==> src/rtl/pipe_stage_reg.sv <==
// Reusable pipeline stage register with valid/ready handshake, flush and stall.
// An optional skid entry keeps in_ready free of any combinational path from out_ready.
module pipe_stage_reg #(
   parameter int CTRL_W  = 16,
   parameter int DATA_W  = 128,
   parameter int SKID_EN = 1,
   parameter int CNT_W   = 16
) (
   input  logic              clk,
   input  logic              rst_n,
   input  logic              flush,
   input  logic              in_valid,
   output logic              in_ready,
   input  logic [CTRL_W-1:0] in_ctrl,
   input  logic [DATA_W-1:0] in_data,
   output logic              out_valid,
   input  logic              out_ready,
   output logic [CTRL_W-1:0] out_ctrl,
   output logic [DATA_W-1:0] out_data,
   output logic [CNT_W-1:0]  stall_cnt
);

   typedef enum logic [1:0] {
      EMPTY = 2'd0,
      FULL  = 2'd1,
      SKID  = 2'd2
   } state_e;

   state_e              state_q, state_d;
   logic [CTRL_W-1:0]   main_ctrl_q, main_ctrl_d;
   logic [DATA_W-1:0]   main_data_q, main_data_d;
   logic [CTRL_W-1:0]   skid_ctrl_q, skid_ctrl_d;
   logic [DATA_W-1:0]   skid_data_q, skid_data_d;
   logic [CNT_W-1:0]    cnt_q, cnt_d;
   logic                xfer_in, xfer_out;

   assign out_valid = (state_q != EMPTY);

   generate
      if (SKID_EN != 0) begin : g_skid
         assign in_ready = (state_q != SKID);
      end else begin : g_noskid
         assign in_ready = !out_valid || out_ready;
      end
   endgenerate

   assign xfer_in  = in_valid && in_ready;
   assign xfer_out = out_valid && out_ready;

   always_comb begin
      state_d     = state_q;
      main_ctrl_d = main_ctrl_q;
      main_data_d = main_data_q;
      skid_ctrl_d = skid_ctrl_q;
      skid_data_d = skid_data_q;
      cnt_d       = cnt_q;

      // Flush drops held entries and any same-cycle input; data is left as is.
      if (flush) begin
         state_d     = EMPTY;
         main_ctrl_d = '0;
      end else begin
         unique case (state_q)
            EMPTY: begin
               if (xfer_in) begin
                  state_d     = FULL;
                  main_ctrl_d = in_ctrl;
                  main_data_d = in_data;
               end
            end
            FULL: begin
               if (xfer_in && xfer_out) begin
                  main_ctrl_d = in_ctrl;
                  main_data_d = in_data;
               end else if (xfer_in && (SKID_EN != 0)) begin
                  state_d     = SKID;
                  skid_ctrl_d = in_ctrl;
                  skid_data_d = in_data;
               end else if (xfer_out) begin
                  state_d     = EMPTY;
                  main_ctrl_d = '0;
               end
            end
            SKID: begin
               if (xfer_out) begin
                  state_d     = FULL;
                  main_ctrl_d = skid_ctrl_q;
                  main_data_d = skid_data_q;
               end
            end
            default: begin
               state_d     = EMPTY;
               main_ctrl_d = '0;
            end
         endcase
      end

      if (out_valid && !out_ready && !flush && (cnt_q != {CNT_W{1'b1}}))
         cnt_d = cnt_q + 1'b1;
   end

   always_ff @(posedge clk) begin
      if (!rst_n) begin
         state_q     <= EMPTY;
         main_ctrl_q <= '0;
         main_data_q <= '0;
         skid_ctrl_q <= '0;
         skid_data_q <= '0;
         cnt_q       <= '0;
      end else begin
         state_q     <= state_d;
         main_ctrl_q <= main_ctrl_d;
         main_data_q <= main_data_d;
         skid_ctrl_q <= skid_ctrl_d;
         skid_data_q <= skid_data_d;
         cnt_q       <= cnt_d;
      end
   end

   assign out_ctrl  = main_ctrl_q;
   assign out_data  = main_data_q;
   assign stall_cnt = cnt_q;

endmodule

==> config.mk <==
export PLATFORM = sky130hd
export DESIGN_NAME = pipe_stage_reg
export DESIGN_NICKNAME = d
export VERILOG_FILES = /design/src/rtl/pipe_stage_reg.sv
export SDC_FILE = /design/constraint.sdc
export NUM_CORES = 1
export LEC_CHECK = 0
export CAP_MARGIN = 30
export CORE_MARGIN = 4
export CORE_UTILIZATION = 38
export CTS_CLUSTER_DIAMETER = 60
export DETAILED_ROUTE_END_ITERATION = 8
export PLACE_DENSITY = 0.75
export SYNTH_ARGS = -nofsm -noshare
export SYNTH_HDL_FRONTEND = slang
export SYNTH_SLANG_ARGS = --single-unit
==> constraint.sdc <==
create_clock -name clk -period 1.71 [get_ports clk]
set_clock_uncertainty 0.1 [all_clocks]
set_input_delay 0.2565 -clock clk [delete_from_list [all_inputs] [get_ports clk]]
set_output_delay 0.2565 -clock clk [all_outputs]
set_load 0.01 [all_outputs]
==> results.sh <==
export IMPL_pin_count=311
export IMPL_leakagePower_uw=0.00863
export IMPL_fmax_mhz=519
export IMPL_cellPowerDensity_nw_per_um2=871
export IMPL_synth_ff_type="dfxtp_1"
export IMPL_nFillCells=2698
export IMPL_synth_commonest_cells="dfxtp_1, nand2_1, a21oi_1"
export IMPL_cts_sinks=306
export IMPL_setup_viol=292
export IMPL_finalCritPeriodShare_pct=113
export IMPL_hold_viol=0
export IMPL_routed_wl_mm=49.2
export IMPL_syn_area_per_cell_um2=9.42
export IMPL_antenna_found_initial=0
export IMPL_grt_pass1_wl_mm=72.0
export IMPL_final_max_slew_viol_count=0
export IMPL_required_ns=2.00
export IMPL_dr_pass1_iters=7
export IMPL_synth_top_area_share_pct=46.5
export IMPL_htreeDepth=2
export IMPL_multi_input_area_um2=6910
export IMPL_num_nets_final=1940
export IMPL_synth_enable_flop_cells=0
export IMPL_path_class="flip-flop to flip-flop"
export IMPL_diodes=0
export IMPL_yosys_area_top_type="dfxtp_1"
export IMPL_coreArea_um2=33900
export IMPL_tritoncts="done"
export IMPL_ys_seq_area_share_pct=46.5
export IMPL_fin_area_um2=20700
export IMPL_ys_types=47
export IMPL_regArea_um2=6140
export IMPL_fp_dieW_um=194
export IMPL_fin_util_pct=61.0
export IMPL_rows=67
export IMPL_place_ws_ns=-0.719
export IMPL_async_reset_ff_share_pct=0
export IMPL_synth_area_leaders="dfxtp_1, mux2_2, o311a_1"
export IMPL_grt_max_degree=131
export IMPL_end_kind="flip-flop"
export IMPL_cts_buffers=36
export IMPL_slew_headroom_pct=55.5
export IMPL_critPathMaxStageDelay_ns=0.35
export IMPL_wl_per_cell_um=21.7
export IMPL_cts_root_buf="clkbuf_16"
export IMPL_violations="negative setup slack"
export IMPL_vias=12900
export IMPL_first_global_vias=12800
export IMPL_hold_class="input pin to flip-flop"
export IMPL_cp_cell_sequence="buf_6 -> and3b_2 -> a21oi_4 -> buf_8 -> buf_12 -> buf_12 -> buf_16 -> o21bai_1 -> o311a_1"
export IMPL_synthCells=1397
export IMPL_synth_seq_cells=306
export IMPL_clk_pin_slew_ns=0.06
export IMPL_path_buf_inv=5
export IMPL_start_util_pct=38.9
export IMPL_cp_max_fo=7
export IMPL_holdWs_ns=0.0506
export IMPL_dieHeight_um=194
export IMPL_finalCriticalPeriod_ns=1.93
export IMPL_yosys_warnings=0
export IMPL_syn2layout_area_growth_pct=57.0
export IMPL_synth_most_common_cell="dfxtp_1"
export IMPL_drv_cap=0
export IMPL_ant_nets=0
export IMPL_netlist_area_um2=13200
export IMPL_critical_path_slowest_cell="dfxtp_4"
export IMPL_drt_iter0_drc=1040
export IMPL_ir_worst_vdd_mv=0.564
export IMPL_worst_pin_slew_ns=0.668
export IMPL_cp_arrival_ns=2.22
export IMPL_hpwl_mm=27.1
export IMPL_worstSetupStartpointType="flip-flop"
export IMPL_clk_latency_ns=0.52
export IMPL_fin_ws_ns=-0.215
export IMPL_port_buffers=310
export IMPL_crit_family="buffers and inverters"
export IMPL_groute_usage_overall_pct=23.0
export IMPL_status="complete, but fails checks"
export IMPL_grt_ovfl_total=0
export IMPL_rsz0062_at_grt="true"
export IMPL_place_area_um2=17400
export IMPL_worst_path_most_repeated_cell="buf_12"
export IMPL_gp_congestion=0.796
export IMPL_dieArea_um2=37700
export IMPL_synth_nets=1547
export IMPL_drive_gt1_share_pct=24.2
export IMPL_drc=0
export IMPL_avgViaCountPerCell=5.71
export IMPL_cts_buffer_depth=3
## timing repair
action / in CTS / in global routing
resized for setup: 316 / 103
endpoints found under the hold margin: 1 / 0
cloned: 30 / 13
pin swaps: 48 / 87
setup buffers: 38 / 20
hold buffers: 1 / 0
setup endpoints to repair: 323 / 305
## stage by stage
step	power, µW	setup TNS (ns)	instances
4_1_cts	17900	-17.23	2249
3_5_place_dp	10000	-134.32	2117
6_report	18000	-30.80	2264
3_3_place_gp	9980	-120.38	2117
2_1_floorplan	8750	-1.62	1397
5_1_grt	18600	-45.63	2264
## per-layer routing
layer  global-route usage, %  vias up  share of wire [%]
li1                        -     5881                  -
met5                       0        -                  0
met2                    38.9      550                 49
met1                    29.4     6361                 40
met4                    8.05        0                4.2
met3                    4.22      128                6.8
## area by class of cell
class	instances	area share, %
Tap cell	448	2.71
Inverter	1	0.0303
Clock inverter	12	0.630
Clock buffer	52	5.04
Timing Repair Buffer	496	28.4
Multi-Input combinational cell	949	33.4
Sequential cell	306	29.7
## worst register-to-register path, stage by stage, from the launching register on
cell      delay, ns
dfxtp_4        0.35
buf_6          0.10
and3b_2        0.23
a21oi_4        0.20
buf_8          0.19
buf_12         0.15
buf_12         0.12
buf_16         0.12
o21bai_1       0.08
o311a_1        0.17
## cell families (layout without fill, tap and decap cells)
logic type      count (synthesis)  in the layout  share of synthesized area [%]
mux                           135            135                           11.5
fa+ha+maj                       1              1                         0.0951
simple gates                  372            372                           12.1
compound gates                441            441                           24.9
flops                         306            306                           46.5
buf+inv                       142            561                           4.87
## final timing paths
check | start | to | slack [ns] | cells past startpoint
min | flush | out_data[90] | 0.05 | 3
min reg2reg | skid_data_q[31] | skid_data_q[31] | 0.35 | 2
max reg2reg | state_q[0] | out_data[66] | -0.22 | 9
max | state_q[0] | out_data[66] | -0.22 | 9
## report_power, final
| group | switching, µW | internal, µW | total [µW] |
|---|---|---|---|
| clock | 3100 | 4560 | 7660 |
| combinational | 1240 | 1560 | 2790 |
| sequential | 148 | 7390 | 7540 |
## layout by cell type, fill, tap and decap left out, types with 16 or more instances in the layout
cell / Yosys / routed
nor2_1: 21 / 20
clkbuf_16: 0 / 49
buf_12: 0 / 46
o21bai_1: 128 / 116
nand2_1: 303 / 289
dlygate4sd2_1: 0 / 160
dfxtp_1: 306 / 300
a222oi_1: 16 / 16
buf_6: 1 / 24
buf_4: 8 / 51
mux2_2: 128 / 80
o311a_1: 128 / 128
mux2_4: 0 / 48
buf_16: 0 / 24
clkdlybuf4s50_1: 0 / 145
buf_8: 0 / 30
a21oi_1: 153 / 140
## sequential cells by signal, summed over array words and instances, names as in the netlist
signal,count
out_ctrl,16
out_data,128
skid_ctrl_q,16
skid_data_q,128
stall_cnt,16
state_q,2
Note: power is estimated with default switching activity, not from simulation.
==> edit: new RTL, config.mk and constraints unchanged <==
`DATA_W`: 128 -> 256.
--- a/src/rtl/pipe_stage_reg.sv
+++ b/src/rtl/pipe_stage_reg.sv
@@ -3,5 +3,5 @@
 module pipe_stage_reg #(
    parameter int CTRL_W  = 16,
-   parameter int DATA_W  = 128,
+   parameter int DATA_W  = 256,
    parameter int SKID_EN = 1,
    parameter int CNT_W   = 16
Interface: changed (resized in_data and out_data); port bits go from 311 to 567. The function was not compared with the original's and may differ.
==> edit against the unedited design <==
The run still ends with negative setup slack left; critical path depth down 2; total power up 80%; worst setup slack better by 0.019 ns; area after synthesis up 82%; sequential cell count up 256; cell area up 79%; cell count up 81%; routed wire length up 83%; critical endpoint is now out_data[139]; highest routed layer is now met5.
==> edit: results (changes against the unedited design) <==
Clocking
  – Clock tree buffer depth: 3 (unchanged)
  – CTS buffer count: 61 (+69%)
  – Clock H-tree levels: 2 (unchanged)
  – Clock network latency to the later pin of the worst-skew pair: 0.63 ns (+0.11 ns)
  – Clock root buffer: sky130_fd_sc_hd__clkbuf_16
  – Post-CTS clock slew at the launch and capture registers of the worst setup and hold paths: 0.06 ns (about the same)

Place
  – Post-placement cell count: 3,894 (+84%)
  – Placed instance area: 31,900 um^2 (+84%)
  – GP Congestion: 0.835 (+4.9%)
  – Dpl hpwl: 55,000 um (+100%)
  – Number of I/O port buffers: 566 (+83%)
  – Worst slack, placed: -0.522 ns (+0.196 ns)

Pwr
  – Static Leakage: 15.9 nW (+84%)
  – Maximum VDD drop: 0.823 mV (+46%)

Synthesis
  – Top cells by area, synth: sky130_fd_sc_hd__dfxtp_1, sky130_fd_sc_hd__mux2_2, sky130_fd_sc_hd__o311a_1
  – Distinct cells, synth: 40 (-15%)
  – Sequential area share after synthesis: 0.469 (+0.00341)
  – Yosys warning count: 0 (unchanged)
  – Synthesized netlist net count: 2,830 (+83%)
  – Number of enable flip-flop cells after synthesis: 0 (unchanged)
  – Post-synthesis cell count: 2,552 (+83%)
  – Ys async rst share: 0 (unchanged)
  – Top cells by count, synth: sky130_fd_sc_hd__dfxtp_1, sky130_fd_sc_hd__nand2_1, sky130_fd_sc_hd__a21oi_1

Routing
  – Routed len/inst: 21.9 um (+0.89%)
  – First-pass detailed-route iteration total: 6 (-1)
  – Detailed-route DRC error count: 0 (unchanged)
  – DRT iter0 DRCs: 1,786 (+72%)
  – Count of vias placed by the detailed router: 22,896 (+77%)
  – Vias per std cell: 5.58 (-2.2%)

Worst hold path
  – Worst Min Path Start: in_data[248]
  – Hold WC Path Type: in2reg

STA
  – Number of endpoints with negative hold slack in the final report: 0 (unchanged)
  – Post-route setup TNS: -31.49 ns (-0.693 ns)
  – Post-route worst setup slack: -0.196 ns (+0.0190 ns)
  – Least-Margin Pin Slew: 0.460 ns (-0.208 ns)
  – Number of failing setup endpoints in the final timing report: 286 (-2.1%)

Global route
  – Largest net degree at the start of global routing: 91 (-31%)
  – Vias in the first global route: 22,174 (+73%)
  – Number of antenna violations at the first check in global routing: 7 (+7)
  – Global-route wire length before repair: 128,000 um (+78%)
  – Overall Global Routing Usage: 0.236 (+0.00656)

Finish
  – Proportion of layout cells with a drive suffix above 1: 0.220 (-0.0217)
  – Number of nets in the final layout: 3,491 (+80%)
  – Filler cells: 4,942 (+83%)

Status
  – Failing checks: negative setup slack
  – Status: complete, but fails checks

Worst setup path
  – Critical path data arrival time: 2.32 ns (+0.10 ns)
  – Max Fanout on Critical Path: 5 (-2)
  – R2r startpoint: state_q[0]
  – Worst setup path startpoint: state_q[0]
==> edit: what timing repair did <==
action	in CTS	in global routing
setup buffers	37	16
hold endpoints to repair	42	0
hold buffers	1	0
cloned	29	33
resized for setup	667	133
endpoints found under the setup margin	554	509
pin swaps	11	81
==> edit: per-stage QoR <==
step                hold slack [ns]  total power, mW
finish                        0.105             32.4
global route                  0.104             33.4
CTS                          0.0678             32.1
detailed placement            0.342             18.6
global placement              0.337             18.6
floorplan                     0.222             16.2
==> edit: final cells by class <==
type	count	area, um^2	share of cell area
diodes	6	15.0	0.000406
clock buffers	92	1830	0.0496
clock inverters	16	199	0.00538
inverters	3	18.8	0.000508
multi-input cells	1716	12700	0.343
flip-flops and latches	562	11300	0.305
well taps	837	1050	0.0283
repair buffers	869	9900	0.268
==> edit: power by group <==
| group | leakage [nW] | total [mW] | switching [mW] | internal (mW) |
|---|---|---|---|---|
| Sequential | 4.59 | 13.9 | 0.304 | 13.6 |
| Combinational | 10.3 | 5.12 | 2.28 | 2.83 |
| Clock | 0.998 | 13.4 | 5.58 | 7.83 |
==> edit: cell families (layout without fill, tap and decap cells) <==
kind of cell,after synthesis,after routing,synth area share
adders and majority gates,1,1,0.000521
other,0,6,0
and+or+nand+nor,627,627,0.103
AOI/OAI and AO/OA,825,825,0.257
buffers and inverters,274,980,0.0475
muxes,263,263,0.123
DFF,562,562,0.469
==> edit: critical path, cell delays in order (launching register included) <==
cell and delay, ns:
sky130_fd_sc_hd__dfxtp_2 0.33, sky130_fd_sc_hd__nand2b_4 0.16, sky130_fd_sc_hd__buf_12 0.16, sky130_fd_sc_hd__buf_16 0.15, sky130_fd_sc_hd__buf_12 0.13, sky130_fd_sc_hd__buf_12 0.13
sky130_fd_sc_hd__mux2_4 0.30, sky130_fd_sc_hd__o311a_1 0.32
==> edit: path summary, 6_finish.rpt <==
path	to	cells after the start
worst max register to register	out_data[139]	7
worst min register to register	skid_data_q[207]	2
worst max-delay path	out_data[139]	7
worst min-delay path	skid_data_q[248]	3
==> edit: metal layers <==
| metal | track usage | routed length [um] | up-vias |
|---|---|---|---|
| li1 | - | - | 10610 |
| met1 | 0.292 | 36600 | 11221 |
| met2 | 0.406 | 44600 | 874 |
| met3 | 0.0464 | 5510 | 189 |
| met4 | 0.0907 | 3190 | 2 |
| met5 | 0 | 20 | - |
